===== src/rtl/if_fetch_unit.sv =====
// Instruction-fetch stage: owns the PC, a direct-mapped BTB and a one-entry
// fetch buffer that presents IF_* values to the IF/ID register over a req/ack port.
module if_fetch_unit #(
    parameter int unsigned BTB_ENTRIES = 4,
    parameter logic [15:0] RESET_PC    = 16'h0000,
    parameter logic [15:0] NOP_INSTR   = 16'hB000
) (
    input  logic        clk,
    input  logic        rst,
    input  logic        stall,
    input  logic        flush,
    input  logic [15:0] redirect_pc,
    input  logic        btb_wr_en,
    input  logic        btb_wr_taken,
    input  logic [15:0] btb_wr_pc,
    input  logic [15:0] btb_wr_target,
    output logic        imem_req,
    output logic [15:0] imem_addr,
    input  logic        imem_ack,
    input  logic [15:0] imem_rdata,
    output logic [15:0] IF_instr,
    output logic [15:0] IF_pc_plus_one,
    output logic        IF_branch_was_taken,
    output logic        fetch_busy
);

    localparam int unsigned IDX_W = $clog2(BTB_ENTRIES);

    typedef enum logic {
        ST_FETCH = 1'b0,
        ST_FULL  = 1'b1
    } state_t;

    state_t      state;
    logic [15:0] pc;
    logic [15:0] fb_instr;
    logic [15:0] fb_pc_plus_one;
    logic        fb_taken;

    logic [BTB_ENTRIES-1:0] btb_valid;
    logic [15:0]            btb_tag    [BTB_ENTRIES];
    logic [15:0]            btb_target [BTB_ENTRIES];

    logic [IDX_W-1:0] rd_idx;
    logic [IDX_W-1:0] wr_idx;
    logic             hit;
    logic             consume;
    logic [15:0]      pc_plus_one;
    logic [15:0]      next_pc;

    // Prediction on the current PC; the BTB is read before this edge's write lands.
    always_comb begin
        // NOTE: every always_comb output gets a value on every path, so no latch is inferred.
        rd_idx      = pc[IDX_W-1:0];
        hit         = btb_valid[rd_idx] && (btb_tag[rd_idx] == pc);
        pc_plus_one = pc + 16'd1;
        next_pc     = hit ? btb_target[rd_idx] : pc_plus_one;
    end

    assign wr_idx   = btb_wr_pc[IDX_W-1:0];
    assign consume  = ~stall & ~flush;
    assign imem_req = ~rst & ~flush & ((state == ST_FETCH) | ((state == ST_FULL) & consume));

    assign imem_addr           = pc;
    assign IF_instr            = fb_instr;
    assign IF_pc_plus_one      = fb_pc_plus_one;
    assign IF_branch_was_taken = fb_taken;
    assign fetch_busy          = (state == ST_FETCH);

    // The buffer registers hold NOP/0/0 whenever empty, so IF_* come straight from flops.
    always_ff @(posedge clk or posedge rst) begin
        // NOTE: sequential state uses non-blocking assignments so every flop samples pre-edge values.
        if (rst) begin
            state          <= ST_FETCH;
            pc             <= RESET_PC;
            fb_instr       <= NOP_INSTR;
            fb_pc_plus_one <= 16'h0000;
            fb_taken       <= 1'b0;
        end else if (flush) begin
            state          <= ST_FETCH;
            pc             <= redirect_pc;
            fb_instr       <= NOP_INSTR;
            fb_pc_plus_one <= 16'h0000;
            fb_taken       <= 1'b0;
        end else begin
            case (state)
                ST_FETCH: begin
                    if (imem_ack) begin
                        fb_instr       <= imem_rdata;
                        fb_pc_plus_one <= pc_plus_one;
                        fb_taken       <= hit;
                        pc             <= next_pc;
                        state          <= ST_FULL;
                    end
                end
                ST_FULL: begin
                    if (consume) begin
                        if (imem_ack) begin
                            fb_instr       <= imem_rdata;
                            fb_pc_plus_one <= pc_plus_one;
                            fb_taken       <= hit;
                            pc             <= next_pc;
                        end else begin
                            // Request stays up at the same PC, so it is never withdrawn unacked.
                            fb_instr       <= NOP_INSTR;
                            fb_pc_plus_one <= 16'h0000;
                            fb_taken       <= 1'b0;
                            state          <= ST_FETCH;
                        end
                    end
                end
                default: state <= ST_FETCH;
            endcase
        end
    end

    always_ff @(posedge clk or posedge rst) begin
        if (rst) begin
            btb_valid <= '0;
        end else if (btb_wr_en) begin
            if (btb_wr_taken) begin
                btb_valid[wr_idx] <= 1'b1;
            end else if (btb_valid[wr_idx] && (btb_tag[wr_idx] == btb_wr_pc)) begin
                btb_valid[wr_idx] <= 1'b0;
            end
        end
    end

    // NOTE: tag and target are qualified by the valid bit, so they stay unreset plain storage.
    always_ff @(posedge clk) begin
        if (btb_wr_en && btb_wr_taken) begin
            btb_tag[wr_idx]    <= btb_wr_pc;
            btb_target[wr_idx] <= btb_wr_target;
        end
    end

endmodule

===== config.mk =====
export PLATFORM = sky130hd
export DESIGN_NAME = if_fetch_unit
export DESIGN_NICKNAME = d
export VERILOG_FILES = /design/src/rtl/if_fetch_unit.sv
export SDC_FILE = /design/constraint.sdc
export NUM_CORES = 1
export LEC_CHECK = 0
export BUFFER_PORTS_ARGS = -buffer_cell sky130_fd_sc_hd__buf_4
export CAP_MARGIN = 20
export CORE_MARGIN = 10
export CORE_UTILIZATION = 57
export DETAILED_ROUTE_END_ITERATION = 10
export HOLD_SLACK_MARGIN = 0.15
export PLACE_DENSITY = 0.8
export SYNTH_ARGS = -nofsm -noshare
export SYNTH_HDL_FRONTEND = slang
export SYNTH_SLANG_ARGS = --single-unit

===== constraint.sdc =====
create_clock -name clk -period 2.9 [get_ports clk]
set_clock_uncertainty 0.05 [all_clocks]
set_input_delay 0.29 -clock clk [delete_from_list [all_inputs] [get_ports clk]]
set_output_delay 0.29 -clock clk [all_outputs]
set_load 0.1 [all_outputs]

## Word level (Yosys, flattened, before mapping)

Memories as Yosys holds them, arrays and structs flattened.
Index checks and enable logic that the tools add are counted.

| cells by class | value |
|---|---|
| bitwise gates (word level) | 12 |
| reductions and logical operators | 7 |
| multiplexer cells | 34 |
| equality and inequality tests | 4 |
| $add $sub $neg | 1 |
| $lt $le $gt $ge | 3 |

Operator list:

| cell | count |
|---|---|
| 16-bit 2-to-1 mux | 12 |
| 16-bit case mux with 2 select lines | 3 |
| 16-bit equality test | 2 |
| 16-bit by 1-bit adder with 16-bit output (second input constant) | 1 |
| 1-bit 2-to-1 mux | 12 |
| 4-bit 2-to-1 mux | 2 |
| 2-bit by 3-bit less-than comparator with 1-bit output (second input constant) | 2 |
| 1-bit AND | 4 |
| 4-bit AND | 1 |
| 1-bit binary-select mux with 2-bit select | 2 |
| 1-bit logical AND | 4 |
| 1-bit NOT | 4 |
| 4-bit NOT | 1 |
| 4-bit bitwise OR | 1 |
| 1-bit case mux with 2 select lines | 2 |
| 2-bit AND reduction | 2 |
| 3-bit by 2-bit != test with 1-bit output (second input constant) | 1 |
| 3-bit != test (second input constant) | 1 |
| 1-bit demux with 2-bit select | 1 |
| 2-bit by 1-bit greater-or-equal comparator with 1-bit output (second input constant) | 1 |
| 2-bit nonzero test | 1 |
| 1-bit bitwise OR | 1 |

| storage, ports and cells | value |
|---|---|
| memories | 2 |
| word-level logic and storage cells | 69 |
| bits in writable memories | 128 |
| register bits | 54 |
| bits of input ports | 71 |

Memory list:

| name | depth | bits a word | read ports | clocked after memory_dff | wr ports | RTL line | RTL |
|---|---|---|---|---|---|---|---|
| btb_tag | 4 | 16 | 2 | 0 | 1 | 41 | `logic [15:0] btb_tag [BTB_ENTRIES];` |
| btb_target | 4 | 16 | 1 | 0 | 1 | 42 | `logic [15:0] btb_target [BTB_ENTRIES];` |

## Logic depth before layout (Yosys ltp)

Gate-level depths: netlist (run 1).

| depth | value |
|---|---|
| depth in word-level cells | 8 |
| mapped depth | 10 |

## Worst setup path before layout (run 1)

OpenSTA, ideal clock, no wires.

| timing | value |
|---|---|
| path type | input-to-reg |
| from | in btb_wr_pc[1] |
| to | mem btb_tag[2][0] (enable) |
| path buffers | 3 |
| slack | -1.310 ns |
| data arrival time | 3.690 ns |
| stages on the path | 4 |
| library setup time | 0.470 ns |
| cells stage by stage | clkbuf_1 -> buf_1 -> clkbuf_1 -> nor3b_1 |

RTL lines:

| what | RTL line | RTL |
|---|---|---|
| start, declared | 15 | `input logic [15:0] btb_wr_pc,` |
| end, declared | 41 |  |

Straight into the memory's write port.

## Worst setup path after layout (run 1)

| timing | value |
|---|---|
| from | reg pc[0], in the netlist imem_addr[0] |
| to | reg pc[1], in the netlist imem_addr[1] |

| between the ends | value |
|---|---|
| longest elaborated chain between the ends | 8 |
| elaborated cells on any way between the ends | 12 |

RTL lines:

| what | RTL line | RTL |
|---|---|---|
| start, declared | 35 | `logic [15:0] pc;` |
| start signal, assigned | 81 | `pc <= redirect_pc;` |
| start signal, assigned | 92 | `pc <= next_pc;` |
| start signal, assigned | 102 | `pc <= next_pc;` |
| parallel branches: the longest is 3 deep, another holds 16-bit by 1-bit adder with 16-bit output | -- |  |
| 16-bit 2-to-1 mux * | 57 | `next_pc = hit ? btb_target[rd_idx] : pc_plus_one;` |
| 16-bit 2-to-1 mux * | 88, 98 |  |
| 16-bit 2-to-1 mux | 97 | `if (consume) begin` |
| 16-bit case mux with 2 select lines * | 86 | `case (state)` |
| 16-bit 2-to-1 mux * | 79 | `end else if (flush) begin` |

Mark *: on every way between the ends. The select of a mux whose other input is x is not followed.
A chain may end at the register's enable or synchronous reset.

==> parameters.txt, run 1 <==
Parameter                              Value

Power
  Combinational fraction of design power    0.209
  Pwr per Cell Area    632.3 mW/mm²
  Leakage    4.099 nW
  Power Total    6.698 mW
  Switching pwr    2.004 mW
  VDD IR max    426.3 µV
  Clk network pwr share    0.335
  Internal Dissipation    4.694 mW
  Sw frac    0.2992
  Part of the total power dissipated in sequential elements    0.457

Floorplan
  Core outline area    0.01399 mm²
  Number of placement rows    43
  Die Outline Area    0.01961 mm²
  Die width    140.0 µm
  Starting utilization of the core area    0.5870
  Top Ports    122
  Die boundary height    140.0 µm

Hold path
  WHS Path Cells    4
  Worst hold start    redirect_pc[13]
  Worst hold path type    in -> reg

Finish
  Layout Area Growth over Synthesis    29.00%
  Core utilization of the finished layout    0.7572
  Final-stage net count    801
  Non-filler cells in the finished layout    923
  Share of cells above drive strength 1    0.3167

STA
  Max_slew headroom    0.5331
  Post-route setup TNS    0 ns
  Tcrit/Tclk final    0.9296
  RSZ-0062 raised after global routing    no
  Max Transition Viols Final    0
  Total setup violations reported at the end of the flow    0
  Worst slew pin tran    0.6995 ns
  Number of endpoints with negative hold slack in the final report    0
  Fmax    0.3709 GHz
  Final Hold Slack    0.1648 ns
  Final critical delay including setup and external delays    2.696 ns

Critical path
  Count of buffer and inverter cells on the critical path    1
  Endpoint type of the worst setup path    register
  Worst setup path start    imem_addr[0]
  WP data required    3.16 ns
  Kind of cell adding the most delay to the critical path    simple AND/OR/NAND/NOR gates
  Internal reg-to-reg setup slack    0.20 ns
  Critical R2R Launch    imem_addr[0]
  Max stage delay cell, worst path    sky130_fd_sc_hd__dfrtp_4
  Critical path cell sequence    mux4_2 > xnor2_1 > nand4_1 > or3_1 > buf_4 > a221oi_1 > nand2_1
  Arrival @ worst endpoint    2.96 ns
  Worst stage delay on the critical path    0.63 ns
  Setup Crit Path Kind    reg -> reg
  Largest fanout of any net on the critical path    17
  Cells on worst reg2reg path    7
  Startpoint types    register
  Crit. path cell count    7

Yosys
  Count of different cell masters after synthesis    57
  Cell area after synthesis    0.008212 mm²
  Synth Warn #    0
  Most numerous cell in the Yosys netlist    sky130_fd_sc_hd__edfxtp_1
  Prevailing post-synth register cell    sky130_fd_sc_hd__edfxtp_1
  Number of flops mapped to enable cells by yosys    128
  Post-synthesis sequential area ratio    0.6331
  Avg Cell Area, Syn    15.15 µm²
  Net Count, Synth    614
  Post-synthesis cell count    542
  Fraction of synthesized cell area taken by the top area cell type    0.4681
  Cell taking the most area after synthesis    sky130_fd_sc_hd__edfxtp_1
  Post-synth ARST share    0.2967
  Top cells by count, synth    sky130_fd_sc_hd__edfxtp_1 (128), sky130_fd_sc_hd__dfrtp_1 (51), sky130_fd_sc_hd__mux4_2 (40)
  Top area cells in the synthesized netlist    sky130_fd_sc_hd__edfxtp_1 (47%), sky130_fd_sc_hd__dfrtp_1 (16%), sky130_fd_sc_hd__mux4_2 (11%)
  Synth Register Bits    182

Routing
  Total length of routed wires    22100 µm
  First-pass DRT Iterations    5
  Violation count after the first detailed-routing iteration    687
  Routed vias    5695
  Avg WL per Cell    23.95 µm
  Routed vias/inst    6.170
  Number of nets with antenna violations after detailed routing    0
  Detailed-route DRC error count    0

Global routing
  All-layer global routing usage    0.2237
  Grt total ovfl    0
  Antenna violations before repair    1
  Via count of the first global-routing pass    5970
  Wire length of the first global-routing pass    34220 µm
  Pin count of the biggest net entering global routing    55

Place
  Final HPWL from detailed placement    14460 µm
  Gp weighted congestion    0.9012
  Cell Count Post-Placement    832
  Number of port buffers    121

Clock network
  Clock tree from TritonCTS    yes
  Root Buffer Master    sky130_fd_sc_hd__clkbuf_16
  Clock tree buffer depth    2
  Insertion delay of the later-clocked pin in the worst-skew pair    0.44 ns
  # H-tree levels    4
  Total CTS buffers    17
  Clock-pin slew on the worst setup and hold paths    0.07 ns
  Clock sink total    182

Flow run
  Maxcap violations    0

Run status
  Run status    finished clean
[layer usage]
layer	up-vias	GRT usage	wire [µm]
li1	2497	-	-
met1	2839	0.2810	8720
met2	307	0.3601	10770
met3	52	0.05849	1984
met4	0	0.09511	624
met5	-	0	0
[final timing paths]
| kind | to |
|---|---|
| setup / recovery | imem_addr[1] |
| hold / removal | imem_addr[13] |
| setup reg to reg | imem_addr[1] |
| hold reg to reg | IF_pc_plus_one[12] |
| max in group asynchronous | imem_addr[0] |
| min in group asynchronous | IF_instr[0] |
[state kept, by name, summed over array words and instances (netlist names), named ones only]
signal               count
btb_target              64
IF_instr                16
btb_tag                 64
state                    1
IF_branch_was_taken      1
imem_addr               16
IF_pc_plus_one          16
[tightest hold or removal path, delay by kind of cell]
| kind | cells | cell delay [ns] |
|---|---|---|
| compound gates | 2 | 0.18 |
| buf+inv | 1 | 0.08 |
| simple gates | 1 | 0.06 |
[cell type report]
cell class	instances	area [µm²]
flip-flops and latches	182	5204
fillers	821	3396
multi-input cells	316	2850
repair buffers	202	1694
clock buffers	23	520.5
well taps	180	225.2
clock inverters	9	58.81
inverters	10	37.54
diodes	1	2.502
[what timing repair did]
| item | CTS | global route |
|---|---|---|
| setup endpoints to repair | 0 | 6 |
| endpoints found under the hold margin | 197 | 0 |
| resized for setup | 0 | 1 |
| hold buffers | 58 | 0 |
| setup buffers | 0 | 0 |
[power groups by stage]
stage / logic, mW / clock network (mW) / registers, mW
after detailed placement: 1.32 / 0 / 3.11
after global placement: 1.30 / 0 / 3.10
after floorplan: 0.590 / 0 / 3.44
final: 1.40 / 2.24 / 3.06
after CTS: 1.39 / 2.23 / 3.05
after global routing: 1.47 / 2.36 / 3.07
[cell usage in the layout, fill, tap and decap left out, types with 13 or more instances in the layout]
master and n:
sky130_fd_sc_hd__a21oi_1 22, sky130_fd_sc_hd__a22o_1 16, sky130_fd_sc_hd__buf_4 141, sky130_fd_sc_hd__clkbuf_16 19, sky130_fd_sc_hd__dfrtp_1 49, sky130_fd_sc_hd__dlygate4sd3_1 58, sky130_fd_sc_hd__edfxtp_1 128, sky130_fd_sc_hd__mux2i_1 14
sky130_fd_sc_hd__mux4_2 40, sky130_fd_sc_hd__nand2_1 36, sky130_fd_sc_hd__nand3_1 13, sky130_fd_sc_hd__nor2_1 23, sky130_fd_sc_hd__xnor2_1 29, sky130_fd_sc_hd__xor2_1 13
[metrics by stage]
| step | cell area [µm²] | setup WS [ns] |
|---|---|---|
| 4_1_cts | 10590 | 0.1025 |
| 2_1_floorplan | 8249 | 0.02502 |
| 5_1_grt | 10590 | 0.08136 |
| 6_report | 10590 | 0.2040 |
| 3_5_place_dp | 9428 | 0.1300 |
| 3_3_place_gp | 9413 | 0.1680 |
[logic make-up (layout without fill, tap and decap cells)]
family,Yosys count,in the layout,share of synthesized area
DFF,182,182,0.6331
buffers and inverters,44,244,0.02545
muxes,57,57,0.1364
xor gates and xnor gates,42,42,0.04480
and+or+nand+nor,124,124,0.07405
other,0,1,0
adders and majority gates,1,1,0.001523
AOI/OAI and AO/OA,92,92,0.08472
Note: power is estimated with default switching activity, not from simulation.
==> run 2, diff against run 1 <==
- CAP_MARGIN: 20 -> unset
- clock period: 2.9 -> 3 ns (I/O delays scaled with it)
==> run 2 against run 1 <==
Sequential share of layout area increased by 0.36 points. Routed wire length fell by 2.2%. Core utilization is 0.55 points lower. Critical endpoint unchanged. Highest routed layer unchanged.
==> parameters.txt, run 2 (synthesis gave the netlist of run 1 again) <==
Parameter                              Value

Finish
  Commonest cells after routing, fill and taps aside    sky130_fd_sc_hd__buf_4 (137), sky130_fd_sc_hd__edfxtp_1 (128), sky130_fd_sc_hd__dlygate4sd3_1 (57), sky130_fd_sc_hd__dfrtp_1 (49), sky130_fd_sc_hd__mux4_2 (40)
  Share of cells above drive strength 1    0.3071
  Core utilization of the finished layout    0.7518
  Fill cell count    830
  Most frequent standard cell in the layout excluding fill and tap cells    sky130_fd_sc_hd__buf_4
  Layout Area Growth over Synthesis    28.07%
  Footprint of the multi-input gates    0.002850 mm²
  Biggest registers after layout    btb_tag (64), btb_target (64)
  Final-stage net count    796
  Area occupied by registers    0.005204 mm²

Routing
  Number of nets with antenna violations after detailed routing    0
  Avg WL per Cell    23.58 µm
  First-pass DRT Iterations    5
  Total length of routed wires    21630 µm
  Violation count after the first detailed-routing iteration    739
  Detailed-route DRC error count    0
  Routed vias/inst    6.168
  Routed vias    5656

Critical path
  Worst stage delay on the critical path    0.61 ns
  Critical R2R Launch    imem_addr[0]
  Largest fanout of any net on the critical path    15
  Setup Crit Path Kind    reg -> reg
  Arrival @ worst endpoint    2.99 ns
  Endpoint type of the worst setup path    register
  Cells on worst reg2reg path    6
  Max stage delay cell, worst path    sky130_fd_sc_hd__dfrtp_4
  Startpoint types    register
  Critical path cell sequence    mux4_2 > xnor2_1 > nand4_1 > or3_1 > a221oi_1 > nand2_1
  WP data required    3.26 ns
  Endpoint of the lowest-slack register-to-register path    imem_addr[1]
  Critical Path End    imem_addr[1]
  Internal reg-to-reg setup slack    0.27 ns
  Worst setup path start    imem_addr[0]

Run status
  Run status    finished clean

Floorplan
  Top Ports    122
  Die boundary height    140.0 µm
  Core outline area    0.01399 mm²
  Number of placement rows    43
  Die width    140.0 µm
  Starting utilization of the core area    0.5870
  Die Outline Area    0.01961 mm²

Global routing
  Wire length of the first global-routing pass    34250 µm
  Antenna violations before repair    1
  Pin count of the biggest net entering global routing    42
  Grt total ovfl    0
  Via count of the first global-routing pass    5856
  All-layer global routing usage    0.2239

Clock network
  Clock sink total    182
  Buffer count from post-CTS setup fixing    0
  Total CTS buffers    17
  Clock-pin slew on the worst setup and hold paths    0.06 ns
  Clock tree from TritonCTS    yes
  Root Buffer Master    sky130_fd_sc_hd__clkbuf_16
  Clock tree buffer depth    2
  # H-tree levels    4
  Insertion delay of the later-clocked pin in the worst-skew pair    0.43 ns

Place
  Gp weighted congestion    0.9394
  Final HPWL from detailed placement    14410 µm
  Minimum setup slack after placement    0.1344 ns
  Number of port buffers    121

Flow run
  Maxcap violations    0

Power
  Power Total    6.380 mW
  VDD IR max    392.5 µV
  Leakage    4.051 nW
  Pwr per Cell Area    606.7 mW/mm²

STA
  Fin worst setup slack    0.2709 ns
  Worst slew pin tran    1.224 ns
  Final critical delay including setup and external delays    2.729 ns
  Post-route setup TNS    0 ns
  Max Transition Viols Final    0
  Fmax    0.3664 GHz
  Number of endpoints with negative hold slack in the final report    0
  RSZ-0062 raised after global routing    no
  Total setup violations reported at the end of the flow    0
  Max_slew headroom    0.1833
  Tcrit/Tclk final    0.9097

Hold path
  Worst hold path type    in -> reg
-- run 2: cell types whose count changed in the layout (fill, tap and decap cells not counted), moves of 2 or more --
| cell | previous run | this run |
|---|---|---|
| sky130_fd_sc_hd__clkinv_1 | 1 | 3 |
| sky130_fd_sc_hd__clkinv_2 | 0 | 3 |
| sky130_fd_sc_hd__inv_4 | 5 | 0 |
| sky130_fd_sc_hd__clkbuf_8 | 3 | 0 |
| sky130_fd_sc_hd__buf_4 | 141 | 137 |
| sky130_fd_sc_hd__clkbuf_1 | 1 | 3 |
| sky130_fd_sc_hd__bufinv_16 | 0 | 2 |
| sky130_fd_sc_hd__clkbuf_16 | 19 | 17 |
-- run 2: report_power, final --
group | internal, mW | total, mW | switching (mW)
Combinational | 0.485 | 1.34 | 0.853
Clock | 1.21 | 2.09 | 0.878
Sequential | 2.82 | 2.96 | 0.139
Total | 4.51 | 6.38 | 1.87
-- run 2: metrics by stage --
step / std cells / hold slack, ns / instance area [µm²]
2_1_floorplan: 542 / 0.3489 / 8237
3_3_place_gp: 828 / 0.3420 / 9390
3_5_place_dp: 828 / 0.3545 / 9390
4_1_cts: 916 / 0.1522 / 10510
5_1_grt: 917 / 0.1884 / 10520
6_report: 917 / 0.1652 / 10520
-- run 2: how the worst min path moves through the flow --
| stage | start | endpoint | slack [ns] | cells after the start |
|---|---|---|---|---|
| floorplan | btb_wr_pc[0] | btb_tag[0][0] | 0.35 | 0 |
| global placement | rst | IF_pc_plus_one[8] | 0.34 | 2 |
| detailed placement | rst | imem_addr[6] | 0.35 | 2 |
| CTS | redirect_pc[13] | imem_addr[13] | 0.15 | 4 |
| global route | redirect_pc[13] | imem_addr[13] | 0.19 | 4 |
| finish | redirect_pc[13] | imem_addr[13] | 0.17 | 4 |
-- run 2: layout make-up --
| type | instances | area share |
|---|---|---|
| Sequential cell | 182 | 0.4948 |
| Multi-Input combinational cell | 316 | 0.2710 |
| Timing Repair Buffer | 197 | 0.1569 |
| Clock buffer | 20 | 0.04152 |
| Tap cell | 180 | 0.02142 |
| Clock inverter | 11 | 0.01047 |
| Inverter | 10 | 0.003569 |
| Antenna cell | 1 | 0.0002380 |
-- run 2: what timing repair did --
action | in CTS | in global routing
endpoints found under the hold margin | 169 | 0
hold buffers | 57 | 0
gates resized for setup | 0 | 2
endpoints found under the setup margin | 0 | 3
-- run 2: routing by layer --
metal,GRT usage,up-vias,wire (µm)
met1,0.2957,2829,8671
met2,0.3546,314,10440
met5,0,-,0
met4,0.07228,0,392
li1,-,2480,-
met3,0.05916,33,2116
-- run 2: critical path: cells and delay by family (launching register included) --
family / cells / cell delay (ns)
compound gates: 1 / 0.35
xor+xnor: 1 / 0.17
mux: 1 / 0.55
flops: 1 / 0.61
simple gates: 3 / 0.87
==> run 3, diff against run 2 <==
- clock period: 3 -> 2.8 ns (I/O delays scaled with it)
==> run 3 against run 2 <==
Critical path depth increased by 1. Via count increased by 3.1%. Clock power up 15%. Register-to-register slack worse by 0.098 ns. Total power grew 11%. Combinational power rose by 13%. Critical path type unchanged. Critical endpoint is now imem_addr[13]. Largest cell class unchanged. Largest power group unchanged.
==> parameters.txt, run 3 (synthesis gave the netlist of run 1 again) <==
Parameter                              Value

Run status
  Run status    finished clean

Global routing
  Grt total ovfl    0
  All-layer global routing usage    0.2331
  Wire length of the first global-routing pass    35760 µm
  Pin count of the biggest net entering global routing    42
  Antenna violations before repair    0
  Via count of the first global-routing pass    6090

Routing
  Total length of routed wires    22720 µm
  Routed vias    5829
  Avg WL per Cell    24.56 µm
  Routed vias/inst    6.302
  Violation count after the first detailed-routing iteration    815
  First-pass DRT Iterations    6
  Number of nets with antenna violations after detailed routing    0
  Detailed-route DRC error count    0

Power
  Clk network pwr share    0.341
  Leakage    4.131 nW
  Part of the total power dissipated in sequential elements    0.446
  Pwr per Cell Area    663.0 mW/mm²
  Sw frac    0.2923
  Internal Dissipation    4.992 mW
  Switching pwr    2.062 mW
  Combinational fraction of design power    0.214
  VDD IR max    398.2 µV

Place
  Post-place instance area    0.009452 mm²
  Cell Count Post-Placement    835
  Gp weighted congestion    0.9328
  Number of port buffers    121
  Minimum setup slack after placement    0.08095 ns
  Final HPWL from detailed placement    14120 µm

Floorplan
  Top Ports    122
  Die width    140.0 µm
  Die boundary height    140.0 µm
  Starting utilization of the core area    0.5870
  Number of placement rows    43
  Core outline area    0.01399 mm²
  Die Outline Area    0.01961 mm²

Finish
  Diodes inserted    0
  Non-filler cells in the finished layout    925
  Share of cells above drive strength 1    0.3195
  Commonest cells after routing, fill and taps aside    sky130_fd_sc_hd__buf_4 (145), sky130_fd_sc_hd__edfxtp_1 (128), sky130_fd_sc_hd__dlygate4sd3_1 (58), sky130_fd_sc_hd__dfrtp_1 (48), sky130_fd_sc_hd__mux4_2 (40)
  Core utilization of the finished layout    0.7606
  Final-stage net count    804
  Most frequent standard cell in the layout excluding fill and tap cells    sky130_fd_sc_hd__buf_4
  Biggest registers after layout    btb_tag (64), btb_target (64)
  Final instance area    0.01064 mm²
  Layout Area Growth over Synthesis    29.56%

STA
  Fmax    0.3807 GHz
  Total setup violations reported at the end of the flow    0
  Fin worst setup slack    0.1731 ns
  Post-route setup TNS    0 ns
  Max Transition Viols Final    0
  Number of endpoints with negative hold slack in the final report    0
  Final critical delay including setup and external delays    2.627 ns
  Tcrit/Tclk final    0.9382
  RSZ-0062 raised after global routing    no
  Worst slew pin tran    1.230 ns
  Max_slew headroom    0.1793

Critical path
  WP data required    3.12 ns
  Critical path cell sequence    buf_4 > buf_4 > nand2_1 > or4_1 > or3_1 > a21oi_1 > a211o_1
  Kind of cell adding the most delay to the critical path    simple AND/OR/NAND/NOR gates
  Startpoint types    register
  Cell with the most instances on the worst path    sky130_fd_sc_hd__buf_4
  Worst stage delay on the critical path    0.60 ns
  Endpoint type of the worst setup path    register
  Setup Crit Path Kind    reg -> reg
  Largest fanout of any net on the critical path    16
  Arrival @ worst endpoint    2.95 ns
  Max stage delay cell, worst path    sky130_fd_sc_hd__or4_1
  Count of buffer and inverter cells on the critical path    2

Clock network
  # H-tree levels    4
  Total CTS buffers    17
  Insertion delay of the later-clocked pin in the worst-skew pair    0.43 ns
  Buffer count from post-CTS setup fixing    0
  Clock tree from TritonCTS    yes
  Root Buffer Master    sky130_fd_sc_hd__clkbuf_16
  Clock tree buffer depth    2
  Clock-pin slew on the worst setup and hold paths    0.06 ns
  Clock sink total    182

Hold path
  Worst hold path type    in -> reg

Flow run
  Maxcap violations    0
-- run 3: cell types whose count changed in the layout (fill, tap and decap cells not counted), moves of 2 or more --
cell                         before  now
sky130_fd_sc_hd__buf_4          137  145
sky130_fd_sc_hd__clkbuf_16       17   20
sky130_fd_sc_hd__clkbuf_8         0    2
sky130_fd_sc_hd__clkinv_1         3    1
sky130_fd_sc_hd__clkinvlp_4       2    0
sky130_fd_sc_hd__dfrtp_2          1    3
-- run 3: path summary, 6_finish.rpt --
| kind | from | slack, ns | end | cells past startpoint |
|---|---|---|---|---|
| setup reg to reg | imem_addr[0] | 0.17 | imem_addr[13] | 7 |
| min in group asynchronous | rst | 0.46 | IF_instr[14] | 3 |
| hold reg to reg | IF_pc_plus_one[7] | 0.43 | IF_pc_plus_one[7] | 1 |
| setup / recovery | imem_addr[0] | 0.17 | imem_addr[13] | 7 |
| hold / removal | imem_rdata[0] | 0.21 | IF_instr[0] | 4 |
| max in group asynchronous | rst | 1.56 | imem_addr[0] | 4 |
-- run 3: worst register-to-register path: stages (launching register included) --
cell,delay (ns)
sky130_fd_sc_hd__dfrtp_2,0.39
sky130_fd_sc_hd__buf_4,0.22
sky130_fd_sc_hd__buf_4,0.35
sky130_fd_sc_hd__nand2_1,0.17
sky130_fd_sc_hd__or4_1,0.60
sky130_fd_sc_hd__or3_1,0.38
sky130_fd_sc_hd__a21oi_1,0.23
sky130_fd_sc_hd__a211o_1,0.17
-- run 3: final cells by class --
cell class,instances,area [µm²]
flip-flops and latches,182,5202
fillers,795,3349
multi-input cells,316,2863
repair buffers,205,1709
clock buffers,25,539.3
well taps,180,225.2
clock inverters,7,62.56
inverters,10,37.54
-- run 3: repair_timing --
item | 4_1_cts | 5_1_grt
endpoints found under the setup margin | 0 | 1
hold buffers | 58 | 0
hold endpoints to repair | 171 | 0
resized for setup | 0 | 1
-- run 3: power groups by stage --
stage | Combinational [mW] | Clock, mW | Sequential (mW)
floorplan | 0.614 | 0 | 3.56
global placement | 1.39 | 0 | 3.18
detailed placement | 1.41 | 0 | 3.19
CTS | 1.49 | 2.41 | 3.14
global route | 1.58 | 2.52 | 3.16
finish | 1.51 | 2.40 | 3.14
-- run 3: per-layer routing --
metal / up-vias / GRT usage / wire [µm]
met5: - / 0 / 0
met4: 0 / 0.09185 / 563
met3: 51 / 0.05713 / 2130
met2: 360 / 0.3766 / 11280
met1: 2924 / 0.2971 / 8744
li1: 2494 / - / -
-- run 3: per-stage QoR --
stage          hold WS [ns]  total power [mW]
6_report             0.2085             7.054
5_1_grt              0.2325             7.258
4_1_cts              0.1587             7.042
3_5_place_dp         0.3520             4.604
3_3_place_gp         0.3416             4.575
2_1_floorplan        0.3289             4.177
